===== src/rtl/stage_skid_reg_if.sv =====
// Handshake bundle between an upstream producer, the skid stage and the downstream consumer.
// The slave modport is the stage's view; master is the surrounding producer/consumer view.
interface stage_skid_reg_if #(
    parameter int PC_W   = 64,
    parameter int DATA_W = 128
);
    logic              in_valid;
    logic              in_ready;
    logic [PC_W-1:0]   in_pc;
    logic [DATA_W-1:0] in_data;
    logic              out_valid;
    logic              out_ready;
    logic [PC_W-1:0]   out_pc;
    logic [DATA_W-1:0] out_data;

    modport master (
        output in_valid, in_pc, in_data, out_ready,
        input  in_ready, out_valid, out_pc, out_data
    );

    modport slave (
        input  in_valid, in_pc, in_data, out_ready,
        output in_ready, out_valid, out_pc, out_data
    );
endinterface


===== src/rtl/stage_skid_reg.sv =====
// Pipeline stage register with a one-entry skid buffer.
// in_ready and all out_* come straight from flops, so no combinational path crosses the stage.
module stage_skid_reg #(
    parameter int              PC_W   = 64,
    parameter int              DATA_W = 128,
    parameter logic [PC_W-1:0] RST_PC = PC_W'(64'h8000_0000),
    parameter int              CNT_W  = 16
) (
    input  logic                 clk,
    input  logic                 rst,
    input  logic                 flush,
    stage_skid_reg_if.slave      bus,
    output logic [CNT_W-1:0]     stall_cnt
);
    typedef enum logic [1:0] {
        ST_EMPTY = 2'd0,
        ST_FULL  = 2'd1,
        ST_SKID  = 2'd2
    } state_t;

    state_t            r_state;
    logic              r_in_ready;
    logic              r_out_valid;
    logic [PC_W-1:0]   r_main_pc;
    logic [DATA_W-1:0] r_main_data;
    logic [PC_W-1:0]   r_skid_pc;
    logic [DATA_W-1:0] r_skid_data;
    logic [CNT_W-1:0]  r_stall_cnt;
    logic              w_stalled;

    assign w_stalled = r_out_valid & ~bus.out_ready;

    // Entry-tracking FSM; flush only resets the occupancy, never the payload registers.
    always_ff @(posedge clk) begin
        if (rst) begin
            r_state     <= ST_EMPTY;
            r_in_ready  <= 1'b1;
            r_out_valid <= 1'b0;
            r_main_pc   <= RST_PC;
            r_main_data <= '0;
            r_skid_pc   <= '0;
            r_skid_data <= '0;
        end else if (flush) begin
            r_state     <= ST_EMPTY;
            r_in_ready  <= 1'b1;
            r_out_valid <= 1'b0;
        end else begin
            case (r_state)
                ST_EMPTY: begin
                    if (bus.in_valid) begin
                        r_main_pc   <= bus.in_pc;
                        r_main_data <= bus.in_data;
                        r_out_valid <= 1'b1;
                        r_state     <= ST_FULL;
                    end
                end
                ST_FULL: begin
                    if (bus.out_ready) begin
                        if (bus.in_valid) begin
                            r_main_pc   <= bus.in_pc;
                            r_main_data <= bus.in_data;
                        end else begin
                            r_out_valid <= 1'b0;
                            r_state     <= ST_EMPTY;
                        end
                    end else if (bus.in_valid) begin
                        r_skid_pc   <= bus.in_pc;
                        r_skid_data <= bus.in_data;
                        r_in_ready  <= 1'b0;
                        r_state     <= ST_SKID;
                    end
                end
                ST_SKID: begin
                    // in_ready is low here, so anything offered upstream is not a transfer.
                    if (bus.out_ready) begin
                        r_main_pc   <= r_skid_pc;
                        r_main_data <= r_skid_data;
                        r_in_ready  <= 1'b1;
                        r_state     <= ST_FULL;
                    end
                end
                default: begin
                    r_state     <= ST_EMPTY;
                    r_in_ready  <= 1'b1;
                    r_out_valid <= 1'b0;
                end
            endcase
        end
    end

    // Saturating back-pressure counter, deliberately unaffected by flush.
    always_ff @(posedge clk) begin
        if (rst) begin
            r_stall_cnt <= '0;
        end else if (w_stalled && (r_stall_cnt != {CNT_W{1'b1}})) begin
            r_stall_cnt <= r_stall_cnt + {{(CNT_W-1){1'b0}}, 1'b1};
        end else begin
            r_stall_cnt <= r_stall_cnt;
        end
    end

    assign bus.in_ready  = r_in_ready;
    assign bus.out_valid = r_out_valid;
    assign bus.out_pc    = r_main_pc;
    assign bus.out_data  = r_main_data;
    assign stall_cnt     = r_stall_cnt;
endmodule


===== src/flat_wrapper.sv =====
// flat-port wrapper written by rule: the top's interface ports become plain ports
module stage_skid_reg_flat 
#(
    parameter int              PC_W   = 64,
    parameter int              DATA_W = 128,
    parameter logic [PC_W-1:0] RST_PC = PC_W'(64'h8000_0000),
    parameter int              CNT_W  = 16
)
  (clk, rst, flush, stall_cnt, bus_in_valid, bus_in_pc, bus_in_data, bus_out_ready, bus_in_ready, bus_out_valid, bus_out_pc, bus_out_data);
  stage_skid_reg_if #(.PC_W(PC_W), .DATA_W(DATA_W)) bus_i ();
  input  logic clk;
  input  logic rst;
  input  logic flush;
  output logic [CNT_W-1:0] stall_cnt;
  input wire logic [$bits(bus_i.in_valid)-1:0] bus_in_valid;
  input wire logic [$bits(bus_i.in_pc)-1:0] bus_in_pc;
  input wire logic [$bits(bus_i.in_data)-1:0] bus_in_data;
  input wire logic [$bits(bus_i.out_ready)-1:0] bus_out_ready;
  output wire logic [$bits(bus_i.in_ready)-1:0] bus_in_ready;
  output wire logic [$bits(bus_i.out_valid)-1:0] bus_out_valid;
  output wire logic [$bits(bus_i.out_pc)-1:0] bus_out_pc;
  output wire logic [$bits(bus_i.out_data)-1:0] bus_out_data;
  assign bus_i.in_valid = bus_in_valid;
  assign bus_i.in_pc = bus_in_pc;
  assign bus_i.in_data = bus_in_data;
  assign bus_i.out_ready = bus_out_ready;
  assign bus_in_ready = bus_i.in_ready;
  assign bus_out_valid = bus_i.out_valid;
  assign bus_out_pc = bus_i.out_pc;
  assign bus_out_data = bus_i.out_data;
  stage_skid_reg #(.PC_W(PC_W), .DATA_W(DATA_W), .RST_PC(RST_PC), .CNT_W(CNT_W)) u_core (.clk(clk), .rst(rst), .flush(flush), .bus(bus_i), .stall_cnt(stall_cnt));
endmodule

===== config.mk =====
export PLATFORM = sky130hd
export DESIGN_NAME = stage_skid_reg_flat
export DESIGN_NICKNAME = d
export VERILOG_FILES = /design/src/rtl/stage_skid_reg_if.sv /design/src/rtl/stage_skid_reg.sv /design/src/flat_wrapper.sv
export SDC_FILE = /design/constraint.sdc
export NUM_CORES = 1
export LEC_CHECK = 0
export ABC_CLOCK_PERIOD_IN_PS = 1840
export CORE_ASPECT_RATIO = 1.75
export CORE_MARGIN = 2
export CORE_UTILIZATION = 50
export CTS_CLUSTER_SIZE = 8
export DETAILED_ROUTE_END_ITERATION = 16
export HOLD_SLACK_MARGIN = 0.12
export PLACE_DENSITY = 0.78
export SLEW_MARGIN = 20
export SYNTH_ARGS = -nofsm -noshare
export SYNTH_HDL_FRONTEND = slang
export SYNTH_SLANG_ARGS = --single-unit

===== constraint.sdc =====
create_clock -name clk -period 1.84 [get_ports clk]
set_input_delay 0.368 -clock clk [delete_from_list [all_inputs] [get_ports clk]]
set_output_delay 0.368 -clock clk [all_outputs]
set_load 0.03 [all_outputs]

## After elaboration in Yosys (flattened, before gate mapping)

Cells that the tools add are included.

- Bitwise gates (word level): 5
- Mux-type cells: 22
- Equality and inequality tests: 11
- Reduce and logical (&&, ||, !) cells: 9
- $add $sub $neg: 1

Operators by type and width:

| cell | number |
|---|---|
| 128-bit 2-to-1 mux | 3 |
| 128-bit case mux with 3 select lines | 1 |
| 64-bit 2-to-1 mux | 3 |
| 64-bit case mux with 3 select lines | 1 |
| 4-bit AND reduction | 5 |
| 16-bit by 1-bit adder with 16-bit output, second input constant | 1 |
| 16-bit inequality test, second input constant | 1 |
| 2-bit inequality test, second input constant | 6 |
| 2-bit 2-to-1 mux | 5 |
| 1-bit 2-to-1 mux | 6 |
| 3-bit inequality test, second input constant | 2 |
| 1-bit case mux with 3 select lines | 2 |
| 2-bit case mux with 3 select lines | 1 |
| 1-bit NOT | 4 |
| 3-bit nonzero test | 1 |
| 2-bit by 1-bit equality test with 1-bit output, second input constant | 1 |
| 2-bit equality test, second input constant | 1 |
| 2-bit zero test | 1 |
| 2-bit OR reduction | 1 |
| 1-bit AND | 1 |
| 1-bit logical AND | 1 |

- Register bits after elaboration: 404
- Bits of input ports: 197
- Word-level logic and storage cells: 56

## Logic depth before layout (Yosys ltp)

Gate-level depths: netlist of run 1.

- Depth after elaboration: 3
- Depth in mapped cells: 8
- Gate-level depth less buffers: 5

## Worst setup path before layout of run 1

No wires, ideal clock.

- Kind: reg2reg
- Start point: register u_core.r_stall_cnt[0] (netlist: u_core.stall_cnt[0])
- End point: register u_core.r_stall_cnt[13] (netlist: u_core.stall_cnt[13])
- Arrival time: 1.772 ns
- Period minus slack after synthesis: 1.893 ns
- Buffers on the path: 0
- Library setup time: 0.121 ns
- Setup slack: -0.053 ns
- Stages on the path, launching flop included: 6
- Path through: dfxtp_1 ha_1 nand3_1 or2_2 nand4_1 mux2_2

- Word-level cells in the longest chain between the ends: 2
- Elaborated cells on any way between the ends: 3
- Those cells by class: 1 x add/sub; 1 x eq/ne; 1 x reduce/logical

RTL lines:

| element | line | RTL |
|---|---|---|
| start: declaration | stage_skid_reg.sv:28 | `logic [CNT_W-1:0] r_stall_cnt;` |
| start signal: assignment | stage_skid_reg.sv:96 | `r_stall_cnt <= r_stall_cnt + {{(CNT_W-1){1'b0}}, 1'b1};` |
| start signal: assignment | stage_skid_reg.sv:98 | `r_stall_cnt <= r_stall_cnt;` |
| parallel branches: the longest is 2 deep, another holds 16-bit by 1-bit adder with 16-bit output | -- |  |

Parallel ways; which one is timed is not known.
A chain may end at the register's enable or synchronous reset.

## Final worst setup path of run 1

- Start point: register u_core.r_stall_cnt[3] (netlist: u_core.stall_cnt[3])
- End point: output stall_cnt[3]

RTL lines:

| element | line | RTL |
|---|---|---|
| end: declaration | flat_wrapper.sv:14 | `output logic [CNT_W-1:0] stall_cnt;` |

No word-level cell between the ends.

==> results of run 1 <==
## metrics by stage
step	hold slack [ps]	TNS [ps]	std cells
after floorplan	433.0	0	1859
after global placement	440.4	-98920	2644
after detailed placement	445.8	-109100	2644
after CTS	270.9	0	2702
after global routing	321.5	-15.12	2709
final	289.5	0	2709
## state kept, by name (all words and copies together) (netlist names)
register	cells
u_core.bus.in_ready	1
u_core.bus.out_data	128
u_core.bus.out_pc	64
u_core.bus.out_valid	1
u_core.r_skid_data	128
u_core.r_skid_pc	64
u_core.r_state	2
u_core.stall_cnt	16
## report_power, final
group          leakage, nW  total, W  switching (W)  internal, W
logic                 6.05   0.00300        0.00175      0.00125
clock network        0.717   0.00896        0.00346      0.00550
registers             3.29   0.00933       0.000218      0.00912
total                 10.1    0.0213        0.00543       0.0159
## final timing paths
path | from | endpoint | slack (ps)
max | u_core.stall_cnt[3] | stall_cnt[3] | 30
max reg2reg | u_core.r_state[0] | u_core.bus.out_data[108] | 80
min reg2reg | u_core.r_skid_data[83] | u_core.r_skid_data[83] | 450
min | rst | u_core.r_skid_data[57] | 290
## kinds of logic (layout without fill, tap and decap cells)
family,count (synthesis),after routing
AO/OA/AOI/OAI,604,604
AND/OR/NAND/NOR,452,452
flip-flops,404,404
buffers and inverters,201,589
multiplexers,196,196
adder cells (fa/ha/maj),1,1
XOR/XNOR,1,1
other,0,7
## routing by layer
metal / vias up / track usage, % / share of wire [%]
met5: - / 0 / 0
met4: 0 / 14.37 / 4.6
met3: 142 / 6.671 / 7.3
met2: 593 / 48.03 / 52
met1: 7356 / 29.65 / 36
li1: 7485 / - / -
## placed cells by master (no fill, tap or decap), types with 4 or more instances in the layout
| master | synthesis | routed |
|---|---|---|
| a311oi_2 | 19 | 19 |
| buf_4 | 11 | 85 |
| dfxtp_1 | 404 | 401 |
| nor2_1 | 13 | 13 |
| clkdlybuf4s50_1 | 0 | 195 |
| diode_2 | 0 | 7 |
| o21ai_0 | 5 | 5 |
| nand4_1 | 5 | 5 |
| mux2_2 | 4 | 4 |
| nand2_1 | 394 | 394 |
| a21oi_1 | 392 | 392 |
| inv_1 | 4 | 4 |
| nor2b_1 | 4 | 4 |
| dlygate4sd2_1 | 0 | 205 |
| nor3_1 | 9 | 8 |
| buf_12 | 0 | 35 |
| a311oi_1 | 173 | 173 |
| mux2i_1 | 192 | 192 |
| clkbuf_16 | 0 | 57 |
## layout make-up
type | count | share of cell area [%]
Clock buffer | 57 | 6.171
Timing Repair Buffer | 526 | 22.30
Tap cell | 455 | 2.463
Clock inverter | 1 | 0.1299
Antenna cell | 7 | 0.07578
Inverter | 5 | 0.1137
Multi-Input combinational cell | 1254 | 33.75
Sequential cell | 404 | 35.00
## repair_timing
item / CTS / global route
gates resized for setup: 214 / 5
pin swaps: 0 / 1
cloned: 0 / 0
hold buffers: 0 / 0
endpoints found under the hold margin: 0 / 0
setup endpoints to repair: 210 / 9
==> impl_results.md, run 1 <==
- Status: complete, no violations
- Yosys warnings: 0
- Kind of critical path: reg2out
- Initial drt markers: approximately 820
- Combinational family with the most area after synthesis: compound AO/OA/AOI/OAI gates
- Pin count of the biggest net entering global routing: 85
- Layout area overhead: 35.05%
- Crit-path max FO: 8
- Final WS setup: 32.57 ps
- Antenna-violating nets left: 0
- Post-synth top area share: between 40% and 50%
- Final Hold Fails: 0
- DRT Pass-1 Iters: 5
- Finished Core Util: between 60% and 70%
- Port Buffer Count: about 410
- Seq/Total Area, Yosys: 47.25%
- Hold depth: 2
- Post-Syn Area: 17120 sq um
- Vias in the first global route: 15340
- Max rail drop VDD: ~0.00077 V
- Initial Util: between 50% and 60%
- Clk buf depth: 3
- #FFs+latches synth: around 400
- Worst hold-check path type: in2reg
- Total Wirelength: 50490 um
- CTS Buf Count: 56
- Final instance area: ~23000 sq um
- Share of cells above drive strength 1: under 10%
- Root buf cell: clkbuf_16
- Largest stage delay on the critical path: 530 ps
- Final period utilization: a little over nine tenths
- Setup violations, final: 0
- Critical Path RT: 1470 ps
- Compound-Gate Fraction of Synth Area: approximately 23%
- Largest area contributor in the netlist: dfxtp_1
- CP max-delay cell: dfxtp_1
- Syn Area/Cell: slightly above 9 sq um
- Post-synthesis mux area share: 11.49%
- Total Power: about 0.021 W
- Site Rows: 89
- Pwr dens: about 920 nW/um^2
- Synth area leaders: dfxtp_1 (47%), a21oi_1 (11%), mux2i_1 (11%)
- Xor/xnor cell area share of the yosys netlist: 0.05117%
- CTS Sinks: between 400 and 500
- Synth top cells by count: dfxtp_1 (404), nand2_1 (394), a21oi_1 (392)
- Post-CTS Setup Bufs: 0
- Mapped Nets: 2057
- H-Tree Depth: 2
- Most frequent cell after synthesis: dfxtp_1
- Mapped Cells: approximately 1900
- FF/Latch Area: 8092 sq um
- Initial antenna violation count: 7
- Tmin final: around 1800 ps
- # IOs: approximately 410
- Die H: approximately 250 um
- R2R cell count: 5
- Final #Nets: around 2400
- CTS tree: yes
- FILL cells: between 2000 and 3000
- Final Wtd Congestion: approximately 0.84
- Critical path capture point type: primary output
- Reg clk slew, reported paths: 50 ps
- Synth Area in Simple Gates: a little over a tenth
- Drt wl/cell: around 19 um
- Worst EP arrival: approximately 1400 ps
- Area of the multi-input gates: 7801 sq um
- CP Depth: 1
- Max Cap Violations: 0
- Core area: 33740 sq um
- Worst slew pin tran: 608.2 ps
- All-layer global routing usage: a little over a quarter
- Skew final: 8.324 ps
- Via density: 5.750
- Hpwl dp: around 35000 um
- Pins Over Slew Limit: 0
- Die Footprint: roughly 36000 sq um
- Synth Area in Adders: less than 1%
- F_max: between 0.5 and 0.6 GHz
- Dpl ws: -397.9 ps
- Clock latency on the worst-skew pair: roughly 550 ps
- Crit-path cells: clkdlybuf4s15_2
- DP Area: approximately 22000 sq um
- Grt ovf: 0
- Post-synth top flop: dfxtp_1
- Leakage: 10.06 nW
- Worst path buffer plus inverter count: 1
- DRC errors left: 0
- CP Launch Type: register
- Asr flop ratio synth: 0%
- Yosys cell types: 50
- Vias: roughly 16000
- Delay-heaviest family, CP: flip-flops
- Die width: 143.9 um
- Post-synth EDFFs: 0
- First-pass GRT wire length: 78980 um
- Slew headroom: 59.45%
No activity file was read; power rests on OpenSTA's default activity.
==> run 2: changes to the inputs <==
--- a/config.mk
+++ b/config.mk
@@ -9,10 +9,12 @@
 export CORE_ASPECT_RATIO = 1.75
 export CORE_MARGIN = 2
 export CORE_UTILIZATION = 50
+export CTS_CLUSTER_DIAMETER = 50
 export CTS_CLUSTER_SIZE = 8
 export DETAILED_ROUTE_END_ITERATION = 16
 export HOLD_SLACK_MARGIN = 0.12
 export PLACE_DENSITY = 0.78
+export SKIP_LAST_GASP = 1
 export SLEW_MARGIN = 20
 export SYNTH_ARGS = -nofsm -noshare
 export SYNTH_HDL_FRONTEND = slang
==> run 2 against run 1 <==
Against the previous run:
- routed wire length barely moved
- die area did not move
- largest power group unchanged
- clock skew barely moved
- largest cell class unchanged
- combinational power barely moved
- critical path depth did not move
- highest routed layer unchanged
==> impl_results.md, run 2 (synthesized netlist as in run 1, its figures left out) <==
- Worst slew pin tran: 611.7 ps (+3.478 ps)
- Clk buf depth: 3 (unchanged)
- Core area: 33740 sq um (unchanged)
- Grt ovf: 0 (unchanged)
- Setup violations, final: 0 (unchanged)
- DRT Pass-1 Iters: 5 (unchanged)
- Finished Core Util: 68.49% (about the same)
- Die H: 248.8 um (unchanged)
- CTS tree: yes
- Most frequent cells in the layout: dfxtp_1 (401), nand2_1 (394), a21oi_1 (392), dlygate4sd2_1 (205), clkdlybuf4s50_1 (195)
- Worst path buffer plus inverter count: 1 (unchanged)
- Final Wtd Congestion: 0.8399 (unchanged)
- Pin count of the biggest net entering global routing: 85 (unchanged)
- Dpl ws: -397.9 ps (unchanged)
- Status: complete, no violations
- Tmin final: 1794 ps (-13.79 ps)
- Most common cell after layout, fill and taps aside: dfxtp_1
- Final setup TNS: 0 ps (unchanged)
- Delay-heaviest family, CP: flip-flops
- Die width: 143.9 um (unchanged)
- Max Cap Violations: 0 (unchanged)
- Pwr dens: 921.3 nW/um^2 (about the same)
- Hold_ws: 288.8 ps (-0.6860 ps)
- CTS Sinks: 404 (unchanged)
- F_max: 0.5575 GHz (+0.77%)
- Vias: 15570 (-0.039%)
- # IOs: 407 (unchanged)
- Final period utilization: 97.48% (-0.75 points)
- CTS Buf Count: 56 (unchanged)
- Vias in the first global route: 15340 (unchanged)
- Slew headroom: 59.22% (-0.23 points)
- Post-CTS Setup Bufs: 0 (unchanged)
- Critical path capture point type: primary output
- Die Footprint: 35790 sq um (unchanged)
- Layout area overhead: 35.01% (about the same)
- Leakage: 10.07 nW (about the same)
- Hpwl dp: 34720 um (unchanged)
- Reg clk slew, reported paths: 50 ps (about the same)
- Final Hold Fails: 0 (unchanged)
- Hold_buf cts: 0 (unchanged)
- Final WS setup: 46.36 ps (+13.79 ps)
- Drt wl/cell: 18.64 um (about the same)
- Crit-path max FO: 6 (-2)
- First-pass GRT wire length: 78980 um (unchanged)
- Via density: 5.748 (about the same)
- Share of cells above drive strength 1: 9.924% (unchanged)
- Worst hold-check path type: in2reg
- Antenna-violating nets left: 0 (unchanged)
- Pins Over Slew Limit: 0 (unchanged)
- Initial antenna violation count: 7 (unchanged)
- All-layer global routing usage: 27.25% (unchanged)
- CP Launch Type: register
- Largest stage delay on the critical path: 460 ps (-70 ps)
- Total Power: 0.02129 W (about the same)
- H-Tree Depth: 2 (unchanged)
- CP max-delay cell: dfxtp_1
- Skew final: 8.179 ps (-0.1443 ps)
- Crit-path cells: clkdlybuf4s15_1
- Critical Path RT: 1470 ps (about the same)
- DRC errors left: 0 (unchanged)
- Initial Util: 50.73% (unchanged)
- RSZ-0062 raised after global routing: false
- Kind of critical path: reg2out
- Total Wirelength: 50500 um (about the same)
- Final #Nets: 2445 (unchanged)
- Site Rows: 89 (unchanged)
- Worst EP arrival: 1430 ps (about the same)
- Root buf cell: clkbuf_16
- Port Buffer Count: 406 (unchanged)
- Initial drt markers: 816 (unchanged)
- Max rail drop VDD: 0.0007687 V (about the same)
- Clock latency on the worst-skew pair: 550 ps (about the same)
run 2: cell types whose count changed in the layout (fill, tap and decap cells not counted):
cell,before,now
clkbuf_2,0,1
clkdlybuf4s15_2,2,1
run 2: what timing repair did:
item                                    in CTS  in global routing
endpoints found under the setup margin     210                 10
gates resized for setup                    212                  7
pin swaps                                    0                  1
run 2: stage by stage:
| step | cell area, sq um | instances |
|---|---|---|
| after floorplan | 17120 | 1859 |
| after global placement | 21890 | 2644 |
| after detailed placement | 21890 | 2644 |
| after CTS | 23090 | 2702 |
| after global routing | 23110 | 2709 |
| final | 23110 | 2709 |
run 2: area by class of cell:
type                       count  area (sq um)
tap                          455         569.3
antenna                        7         17.52
clock buffer                  57          1426
multi-input combinational   1254          7801
clock inverter                 1         30.03
sequential                   404          8092
inverter                       5         26.28
fill                        2675         10630
timing repair buffer         526          5147
run 2: worst paths after layout:
kind | from | endpoint | slack [ps] | depth (start not counted)
worst max-delay path | u_core.stall_cnt[6] | stall_cnt[6] | 50 | 1
worst min-delay path | rst | u_core.r_skid_data[57] | 290 | 2
worst max register to register | u_core.r_state[0] | u_core.bus.out_data[108] | 80 | 5
worst min register to register | u_core.r_skid_data[83] | u_core.r_skid_data[83] | 450 | 2
run 2: power by group:
group | switching [W] | total [W] | internal (W)
Sequential | 0.000218 | 0.00933 | 0.00912
Clock | 0.00346 | 0.00896 | 0.00550
Combinational | 0.00175 | 0.00300 | 0.00125
Total | 0.00543 | 0.0213 | 0.0159
run 2: metal layers:
metal / GRT usage [%] / wire [um] / part of all wire (%)
met1: 29.65 / 18420 / 36
met2: 48.03 / 26060 / 52
met3: 6.671 / 3684 / 7.3
met4: 14.37 / 2344 / 4.6
met5: 0 / 0 / 0
==> run 3: changes to the inputs <==
--- a/config.mk
+++ b/config.mk
@@ -5,7 +5,7 @@
 export SDC_FILE = /design/constraint.sdc
 export NUM_CORES = 1
 export LEC_CHECK = 0
-export ABC_CLOCK_PERIOD_IN_PS = 1840
+export ABC_CLOCK_PERIOD_IN_PS = 1900
 export CORE_ASPECT_RATIO = 1.75
 export CORE_MARGIN = 2
 export CORE_UTILIZATION = 50
@@ -15,7 +15,7 @@
 export HOLD_SLACK_MARGIN = 0.12
 export PLACE_DENSITY = 0.78
 export SKIP_LAST_GASP = 1
-export SLEW_MARGIN = 20
+export SLEW_MARGIN = 5
 export SYNTH_ARGS = -nofsm -noshare
 export SYNTH_HDL_FRONTEND = slang
 export SYNTH_SLANG_ARGS = --single-unit
==> constraint.sdc (replaced) <==
create_clock -name clk -period 1.9 [get_ports clk]
set_input_delay 0.38 -clock clk [delete_from_list [all_inputs] [get_ports clk]]
set_output_delay 0.38 -clock clk [all_outputs]
set_load 0.03 [all_outputs]
==> run 3 against run 2 <==
Against the previous run:
- sequential power shrank 3.2%
- register-to-register slack barely moved
- die area did not move
- clock-buffer cell count up 1
- non-clock buffer count fell by 11
- largest power group unchanged
==> impl_results.md, run 3 (synthesized netlist as in run 1, its figures left out) <==
- Status: complete, no violations
- Reg clk slew, reported paths: 50 ps (about the same)
- DR WL met3: 3598 um (-2.3%)
- DRC errors left: 0 (unchanged)
- Skew final: 17.49 ps (+9.312 ps)
- Initial drt markers: 890 (+9.1%)
- F_max: 0.5358 GHz
- M1 WL: 18240 um (-0.95%)
- Clk buf depth: 3 (unchanged)
- Share of power burned in registers: 44.0% (+0.2 points)
- Grt ovf: 0 (unchanged)
- Final period utilization: a little over nine tenths
- Max rail drop VDD: 0.0008790 V (+14%)
- Total Wirelength: 50000 um (-0.98%)
- Delay-heaviest family, CP: flip-flops
- H-Tree Depth: 2 (unchanged)
- Combinational power share: 14.3% (+0.2 points)
- Die width: 143.9 um (unchanged)
- Max Cap Violations: 0 (unchanged)
- Slew headroom: 64.11% (+4.9 points)
- RSZ-0062 raised after global routing: false
- Die Footprint: 35790 sq um (unchanged)
- Site Rows: 89 (unchanged)
- Hold_ws: 289.5 ps (+0.7350 ps)
- Final Wtd Congestion: 0.8575 (+2.1%)
- Area of the multi-input gates: 7796 sq um (about the same)
- CP Launch Type: register
- Total Power: 0.02052 W (-3.6%)
- Worst slew pin tran: 538.4 ps (-73.28 ps)
- All-layer global routing usage: 26.91% (-0.34 points)
- CTS Sinks: 404 (unchanged)
- Crit-path max FO: 8 (+2)
- Hpwl dp: 33900 um (-2.4%)
- Dpl ws: -342.5 ps (+55.41 ps)
- Pins Over Slew Limit: 0 (unchanged)
- Worst EP arrival: 1490 ps (+60 ps)
- Die H: 248.8 um (unchanged)
- Final WS setup: 33.52 ps (-12.84 ps)
- Initial Util: 50.73% (unchanged)
- Final #Nets: 2434 (-0.45%)
- Final Hold Fails: 0 (unchanged)
- Drt wl/cell: 18.55 um (-0.50%)
- Vias: 15490 (-0.55%)
- Core area: 33740 sq um (unchanged)
- Kind of critical path: reg2out
- Most frequent cells in the layout: dfxtp_1 (404), nand2_1 (394), a21oi_1 (392), dlygate4sd2_1 (209), clkdlybuf4s50_1 (195)
- Sw Pwr: 0.005267 W (-2.9%)
- # IOs: 407 (unchanged)
- R2R Setup Slk: 90 ps (about the same)
- Worst hold-check path type: in2reg
- Leakage: 10.06 nW (about the same)
- Met2 Wirelength: 26100 um (+0.17%)
- Post-CTS Setup Bufs: 0 (unchanged)
- Tmin final: 1866 ps
- Most common cell after layout, fill and taps aside: dfxtp_1
- Placed insts: 2633 (-0.42%)
- Critical path capture point type: primary output
- Share of cells above drive strength 1: 9.253% (-0.67 points)
- First-pass GRT wire length: 78320 um (-0.84%)
- Port Buffer Count: 406 (unchanged)
- Pin count of the biggest net entering global routing: 77 (-9.4%)
- Int Pwr: 0.01526 W (-3.8%)
- DRT Pass-1 Iters: 6 (+1)
- Antenna-violating nets left: 0 (unchanged)
- Highest metal used: met4
- Critical Path RT: 1520 ps (+50 ps)
- Setup violations, final: 0 (unchanged)
- CP max-delay cell: dfxtp_1
- Initial antenna violation count: 4 (-3)
- Net Sw Frac: 25.66% (+0.18 points)
- CTS Buf Count: 56 (unchanged)
- FILL cells: 2648 (-1.0%)
- Pwr dens: 887.7 nW/um^2 (-3.6%)
- Layout area overhead: 35.08% (about the same)
- Clock latency on the worst-skew pair: 560 ps (about the same)
- Vias in the first global route: 15340 (-0.013%)
- CTS tree: yes
- Clock network power share: 41.7% (-0.4 points)
- Largest stage delay on the critical path: 470 ps (about the same)
- Root buf cell: clkbuf_16
- Hold_buf cts: 0 (unchanged)
- Fin cells: 2696 (-0.48%)
- Finished Core Util: 68.52% (about the same)
- Worst path buffer plus inverter count: 1 (unchanged)
- Crit-path cells: dlygate4sd2_1
- FF/Latch Area: 8088 sq um (about the same)
- Via density: 5.744 (about the same)
## run 3: cell types whose count changed in the layout (fill, tap and decap cells not counted), sizes merged
cell and change:
dlygate4sd2 +4, bufinv -1, buf -11, clkdlybuf4s15 -4, clkinv +1, clkbuf +1, diode -3
## run 3: worst paths after layout
path | start | endpoint | cells after the start
setup / recovery | u_core.stall_cnt[4] | stall_cnt[4] | 1
hold / removal | rst | u_core.r_skid_pc[42] | 2
setup reg to reg | u_core.stall_cnt[1] | u_core.stall_cnt[13] | 5
hold reg to reg | u_core.r_skid_data[2] | u_core.r_skid_data[2] | 2
## run 3: metal layers
layer | global-route usage [%] | vias to the layer above
li1 | - | 7456
met1 | 29.23 | 7349
met2 | 48.38 | 555
met3 | 6.574 | 125
met4 | 12.35 | 0
met5 | 0 | -
## run 3: final cells by class
class                      instances  area share [%]
timing repair buffer             515           22.47
inverter                           5          0.1136
sequential                       404           34.98
tap                              455           2.462
antenna                            4         0.04329
clock buffer                      58           6.185
multi-input combinational       1254           33.72
clock inverter                     1         0.02165
## run 3: metrics by stage
step                setup TNS (ps)  area, sq um
global placement            -83380        21940
floorplan                        0        17120
global route                     0        23120
CTS                              0        23110
detailed placement          -97010        21940
finish                           0        23120
## run 3: power groups by stage
stage / registers, W / logic (W) / clock network, W
after floorplan: 0.00972 / 0.00111 / 0
after global placement: 0.00920 / 0.00305 / 0
after detailed placement: 0.00920 / 0.00311 / 0
after CTS: 0.00903 / 0.00293 / 0.00871
after global routing: 0.00905 / 0.00313 / 0.00903
final: 0.00903 / 0.00293 / 0.00856
## run 3: timing repair
action                                 in CTS  in global routing
resized for setup                         210                  2
pin swaps                                   0                  0
setup endpoints to repair                 210                  1
endpoints found under the hold margin       0                  0
